## src/rtl/demux_1_8_sched_if.sv

```systemverilog
// Stream and channel-side signals of the 1:8 demux scheduler.
// master = upstream/downstream environment, slave = scheduler.
interface demux_1_8_sched_if #(
  parameter int DW    = 8,
  parameter int DROPW = 8
);
  logic             in_valid;
  logic             in_ready;
  logic [DW-1:0]    in_data;
  logic [2:0]       in_dest;
  logic             mode;
  logic [7:0]       chan_en;
  logic [7:0]       out_valid;
  logic [7:0]       out_ready;
  logic [DW-1:0]    out_data;
  logic [2:0]       s;
  logic             busy;
  logic [DROPW-1:0] drop_cnt;

  modport master (
    output in_valid, in_data, in_dest, mode, chan_en, out_ready,
    input  in_ready, out_valid, out_data, s, busy, drop_cnt
  );

  modport slave (
    input  in_valid, in_data, in_dest, mode, chan_en, out_ready,
    output in_ready, out_valid, out_data, s, busy, drop_cnt
  );
endinterface

```

## src/rtl/demux_1_8_sched.sv

```systemverilog
// Scheduler / flow-control front end for the 1:8 demux: picks a channel per
// word (addressed or round-robin), holds it until accepted, counts drops.
//
// state | meaning
// IDLE  | no word held
// HOLD  | word held for channel s, out_valid[s] asserted
module demux_1_8_sched #(
  parameter int DW    = 8,
  parameter int DROPW = 8
) (
  input  logic                 clk,
  input  logic                 rst,
  demux_1_8_sched_if.slave     bus
);

  typedef enum logic {IDLE = 1'b0, HOLD = 1'b1} state_t;

  state_t           state;
  state_t           state_nxt;
  logic [DW-1:0]    data_q;
  logic [2:0]       s_q;
  logic [2:0]       rr_ptr;
  logic [DROPW-1:0] drop_q;

  logic       rr_found;
  logic [2:0] rr_dest;
  logic [2:0] dest;
  logic       dest_ok;
  logic       rr_stall;
  logic       in_ready;
  logic       accept;
  logic       load;
  logic       drop;
  logic       xfer;

  // Cyclic first-enabled search starting at rr_ptr.
  always_comb begin
    logic [2:0] idx;
    rr_found = 1'b0;
    rr_dest  = 3'd0;
    idx      = 3'd0;
    for (int i = 0; i < 8; i++) begin
      idx = rr_ptr + i[2:0];
      if (!rr_found && bus.chan_en[idx]) begin
        rr_found = 1'b1;
        rr_dest  = idx;
      end
    end
  end

  always_comb begin
    if (bus.mode) begin
      dest    = rr_dest;
      dest_ok = rr_found;
    end else begin
      dest    = bus.in_dest;
      dest_ok = bus.chan_en[bus.in_dest];
    end
  end

  assign rr_stall = bus.mode && (bus.chan_en == 8'h00);
  assign xfer     = (state == HOLD) && bus.out_ready[s_q];
  assign in_ready = ((state == IDLE) || bus.out_ready[s_q]) && !rr_stall;
  assign accept   = bus.in_valid && in_ready;
  assign load     = accept && dest_ok;
  assign drop     = accept && !dest_ok;

  always_ff @(posedge clk or posedge rst) begin
    if (rst) state <= IDLE;
    else     state <= state_nxt;
  end

  // A drop while HOLD is only possible alongside a completing transfer.
  always_comb begin
    state_nxt = state;
    if (load)              state_nxt = HOLD;
    else if (xfer || drop) state_nxt = IDLE;
  end

  always_ff @(posedge clk or posedge rst) begin
    if (rst) begin
      data_q <= '0;
      s_q    <= 3'd0;
      rr_ptr <= 3'd0;
      drop_q <= '0;
    end else begin
      if (load) begin
        data_q <= bus.in_data;
        s_q    <= dest;
        if (bus.mode) rr_ptr <= dest + 3'd1;
      end
      if (drop && (drop_q != {DROPW{1'b1}})) drop_q <= drop_q + DROPW'(1);
    end
  end

  always_comb begin
    bus.out_valid = 8'h00;
    bus.busy      = 1'b0;
    if (state == HOLD) begin
      bus.out_valid = 8'h01 << s_q;
      bus.busy      = 1'b1;
    end
  end

  assign bus.in_ready = in_ready;
  assign bus.out_data = data_q;
  assign bus.s        = s_q;
  assign bus.drop_cnt = drop_q;

endmodule

```

## src/flat_wrapper.sv

```systemverilog
// flat-port wrapper written by rule: the top's interface ports become plain ports
module demux_1_8_sched_flat 
#(
  parameter int DW    = 8,
  parameter int DROPW = 8
)
  (clk, rst, bus_in_valid, bus_in_data, bus_in_dest, bus_mode, bus_chan_en, bus_out_ready, bus_in_ready, bus_out_valid, bus_out_data, bus_s, bus_busy, bus_drop_cnt);
  demux_1_8_sched_if #(.DW(DW), .DROPW(DROPW)) bus_i ();
  input  logic clk;
  input  logic rst;
  input wire logic [$bits(bus_i.in_valid)-1:0] bus_in_valid;
  input wire logic [$bits(bus_i.in_data)-1:0] bus_in_data;
  input wire logic [$bits(bus_i.in_dest)-1:0] bus_in_dest;
  input wire logic [$bits(bus_i.mode)-1:0] bus_mode;
  input wire logic [$bits(bus_i.chan_en)-1:0] bus_chan_en;
  input wire logic [$bits(bus_i.out_ready)-1:0] bus_out_ready;
  output wire logic [$bits(bus_i.in_ready)-1:0] bus_in_ready;
  output wire logic [$bits(bus_i.out_valid)-1:0] bus_out_valid;
  output wire logic [$bits(bus_i.out_data)-1:0] bus_out_data;
  output wire logic [$bits(bus_i.s)-1:0] bus_s;
  output wire logic [$bits(bus_i.busy)-1:0] bus_busy;
  output wire logic [$bits(bus_i.drop_cnt)-1:0] bus_drop_cnt;
  assign bus_i.in_valid = bus_in_valid;
  assign bus_i.in_data = bus_in_data;
  assign bus_i.in_dest = bus_in_dest;
  assign bus_i.mode = bus_mode;
  assign bus_i.chan_en = bus_chan_en;
  assign bus_i.out_ready = bus_out_ready;
  assign bus_in_ready = bus_i.in_ready;
  assign bus_out_valid = bus_i.out_valid;
  assign bus_out_data = bus_i.out_data;
  assign bus_s = bus_i.s;
  assign bus_busy = bus_i.busy;
  assign bus_drop_cnt = bus_i.drop_cnt;
  demux_1_8_sched #(.DW(DW), .DROPW(DROPW)) u_core (.clk(clk), .rst(rst), .bus(bus_i));
endmodule
```

## config.mk

```make
export PLATFORM = sky130hd
export DESIGN_NAME = demux_1_8_sched_flat
export DESIGN_NICKNAME = d
export VERILOG_FILES = /design/src/rtl/demux_1_8_sched_if.sv /design/src/rtl/demux_1_8_sched.sv /design/src/flat_wrapper.sv
export SDC_FILE = /design/constraint.sdc
export NUM_CORES = 1
export LEC_CHECK = 0
export CAP_MARGIN = 20
export CORE_MARGIN = 2
export CORE_UTILIZATION = 44
export DETAILED_ROUTE_END_ITERATION = 12
export GPL_ROUTABILITY_DRIVEN = 0
export PLACE_DENSITY_LB_ADDON = 0.15
export SYNTH_ARGS = -nofsm -noshare
export SYNTH_HDL_FRONTEND = slang
export SYNTH_SLANG_ARGS = --single-unit
```

## constraint.sdc

```tcl
create_clock -name clk -period 3.5 [get_ports clk]
set_input_delay 0.7 -clock clk [delete_from_list [all_inputs] [get_ports clk]]
set_output_delay 0.7 -clock clk [all_outputs]
set_load 0.05 [all_outputs]
```

==> metrics.yaml, run 1 <==
run_status:
  outcome: "finished, final reports clean"
power_and_ir_drop:
  p_seq_share_pct: 15.1
  internal-power_uw: 1730
  power.density_nw_per_um2: 1080
  total_power_uw: 3430
  switching_power_uw: 1700
  sw_frac_of_total_pct: 49.5
  p_leak_uw: 0.00130
  pwr-share-clk_pct: 4.8
  irDropWorstVdd_v: 0.000553
  pwr-share-comb_pct: 80.0
place:
  place.port_buffers: 59
  dp_hpwl_mm: 4.69
  placed_area_um2: 3090
clocking:
  h-tree-depth: 1
  clockBufferDepth: 2
  cts_tree: "built"
  root_buffer: "clkbuf_8"
  insertion_delay_ps: 260
  clk_pin_slew_ps: 80
  hold_buffers: 0
  cts_buffers: 3
  numClockSinks: 23
global_route:
  grt_util_all_layers_pct: 22.6
  grt-ovfl-total: 0
  grt_pass1_vias: 2028
  grt_start_max_net_pins: 24
  antenna_found_initial: 0
  grt_pass1_wl_mm: 9.74
timing:
  final.setup.tns_ps: 0
  fmax_ghz: 0.293
  max-slew-margin-rel_pct: 40.7
  hold_ws_ps: 498
  hold_viol: 0
  setup_viol: 0
  period_share_pct: 97.6
  worst_clock_skew_ps: 1.10
  tightest_slew_ps: 889
  rsz0062_at_grt: "no"
  drv_slew: 0
  min_period_ps: 3420
synthesis:
  async_flop_share_pct: 100
  netlist.area_leader.share_pct: 26.4
  synth_area_um2: 2180
  syn_area_per_cell_um2: 10.4
  synth_flop_cell: "dfrtp_1"
  yosysMostFrequentCell: "dfrtp_1"
  syn_nets: 245
  synth-warning-count: 0
  synth_cells: 210
  synth-seq-cells: 23
  synth_edf_count: 0
  ys_seq_area_share_pct: 26.4
  yosys-top-cells-area: "dfrtp_1, mux4_2, mux2i_1"
  synth_top_area_cell: "dfrtp_1"
  synth_cell_types: 57
  synth_common_cells: "dfrtp_1, mux2i_1, mux2_2"
die:
  rows: 25
  ioPinCount: 60
  dieWidth_um: 74.3
  die_y_um: 74.3
  core_area_um2: 4750
  initial_core_util_pct: 45.8
  die_area_um2: 5530
routing:
  avgViaCountPerCell: 5.63
  vias: 2071
  wl_mm: 6.02
  wl_per_cell_um: 16.4
  detail_route.first_pass.iterations: 4
  postRouteAntennaNets: 0
  remaining_drc_errors: 0
  drtIter0Drc: 115
critical_path:
  required_ps: 2800
  arrival_ps: 2720
  worstSetupPathType: "input pin to output pin"
  setup.worst_path.start_class: "input pin"
  slowest_delay_ps: 480
  cp_max_fo: 8
  crit_buf_inv: 3
  path_depth: 6
  path_cells: "clkdlybuf4s50_1, buf_4, or4_1, or3_1, o41a_1, buf_6"
  end_kind: "output pin"
  crit_slowest_cell: "or4_1"
  cp_top_family: "simple AND/OR/NAND/NOR gates"
  reg2regPathDepth: 12
job:
  max_cap_viol_count: 0
min_path:
  min_path_type: "register to register"
  min_path_cells: 1
final_layout:
  drive_above_1_share_pct: 26.2
  nets: 337
  design_area_um2: 3180
  fill_cells: 387
  areaGrowthSynthToFinish_pct: 46.1
  n_antenna_cell: 0
==> sequential cells by signal, indices dropped and copies added (netlist names) <==
signal               cells
u_core.rr_ptr            3
u_core.bus.drop_cnt      8
u_core.bus.s             3
u_core.state             1
u_core.bus.out_data      8
==> final timing paths <==
kind                                        start                endpoint  slack (ps)
hold / removal             u_core.bus.out_data[1]  u_core.bus.out_data[1]         500
hold reg to reg            u_core.bus.out_data[1]  u_core.bus.out_data[1]         500
min in group asynchronous                     rst  u_core.bus.out_data[6]         920
max in group asynchronous                     rst  u_core.bus.out_data[7]        2040
setup / recovery                   bus_chan_en[1]            bus_in_ready          80
setup reg to reg                 u_core.rr_ptr[1]        u_core.rr_ptr[1]         160
==> power by group through the flow <==
stage | registers [uW] | logic, uW | clock network [uW]
finish | 519 | 2740 | 166
global placement | 516 | 2600 | 0
detailed placement | 521 | 2620 | 0
CTS | 516 | 2630 | 170
floorplan | 809 | 1450 | 0
global route | 535 | 2940 | 177
==> final cells by class <==
class | instances | area, um^2 | share of cell area [%]
clock buffer | 3 | 41.3 | 1.30
clock inverter | 1 | 5.00 | 0.157
timing repair buffer | 97 | 892 | 28.0
sequential | 23 | 576 | 18.1
inverter | 9 | 33.8 | 1.06
tap | 67 | 83.8 | 2.63
multi-input combinational | 168 | 1550 | 48.7
==> per-stage QoR <==
stage / worst slack (ps) / std cells / utilization, %
final: 82.5 / 368 / 66.9
after detailed placement: -149 / 363 / 64.9
after global routing: 15.6 / 368 / 66.9
after CTS: 76.2 / 367 / 65.9
after floorplan: 0.135 / 210 / -
after global placement: -95.9 / 363 / 64.9
==> metal layers <==
metal | GRT usage, % | vias up | wire length (um)
met1 | 31.4 | 1003 | 2650
met5 | 0 | - | 0
li1 | - | 998 | -
met3 | 3.25 | 6 | 342
met2 | 37.5 | 64 | 2960
met4 | 6.15 | 0 | 63
==> placed cells by master (no fill, tap or decap), types with 2 or more instances in the layout <==
cell             count
and4_1               3
a31oi_1              3
nor3_1               2
nor2b_1              3
nand3_1              2
mux2_1               4
xor2_1               2
nor2_1              10
nand2b_1             7
nand2_1             12
xnor2_1              9
mux4_2              14
dfrtp_1             23
clkbuf_8             3
and3_1               6
a221oi_1             2
o21ai_0              5
a211oi_1             4
a21oi_1              6
buf_4               37
mux2_2              15
nand4_1              7
inv_1                7
a21boi_0             2
ha_1                 4
mux2i_1             15
o211ai_1             2
clkdlybuf4s50_1     57
o21ai_1              2
==> cell families after synthesis <==
logic type | share of synthesized area [%]
muxes | 32.1
AOI/OAI and AO/OA | 14.8
and+or+nand+nor | 15.9
adders and majority gates | 2.30
DFF | 26.4
xor gates and xnor gates | 4.43
buffers and inverters | 4.02
==> repair_timing <==
item | in CTS | in global routing
hold endpoints to repair | 0 | 0
setup buffers | 0 | 1
gates resized for setup | 0 | 8
endpoints found under the setup margin | 0 | 2
Power figures use the tool's default switching activity.
==> run 2: changes to the inputs <==
--- a/config.mk
+++ b/config.mk
@@ -11,6 +11,7 @@
 export DETAILED_ROUTE_END_ITERATION = 12
 export GPL_ROUTABILITY_DRIVEN = 0
 export PLACE_DENSITY_LB_ADDON = 0.15
+export SLEW_MARGIN = 10
 export SYNTH_ARGS = -nofsm -noshare
 export SYNTH_HDL_FRONTEND = slang
 export SYNTH_SLANG_ARGS = --single-unit
==> results of run 2 <==
Same layout as run 1: the final DEF is identical, and so are final timing and power.
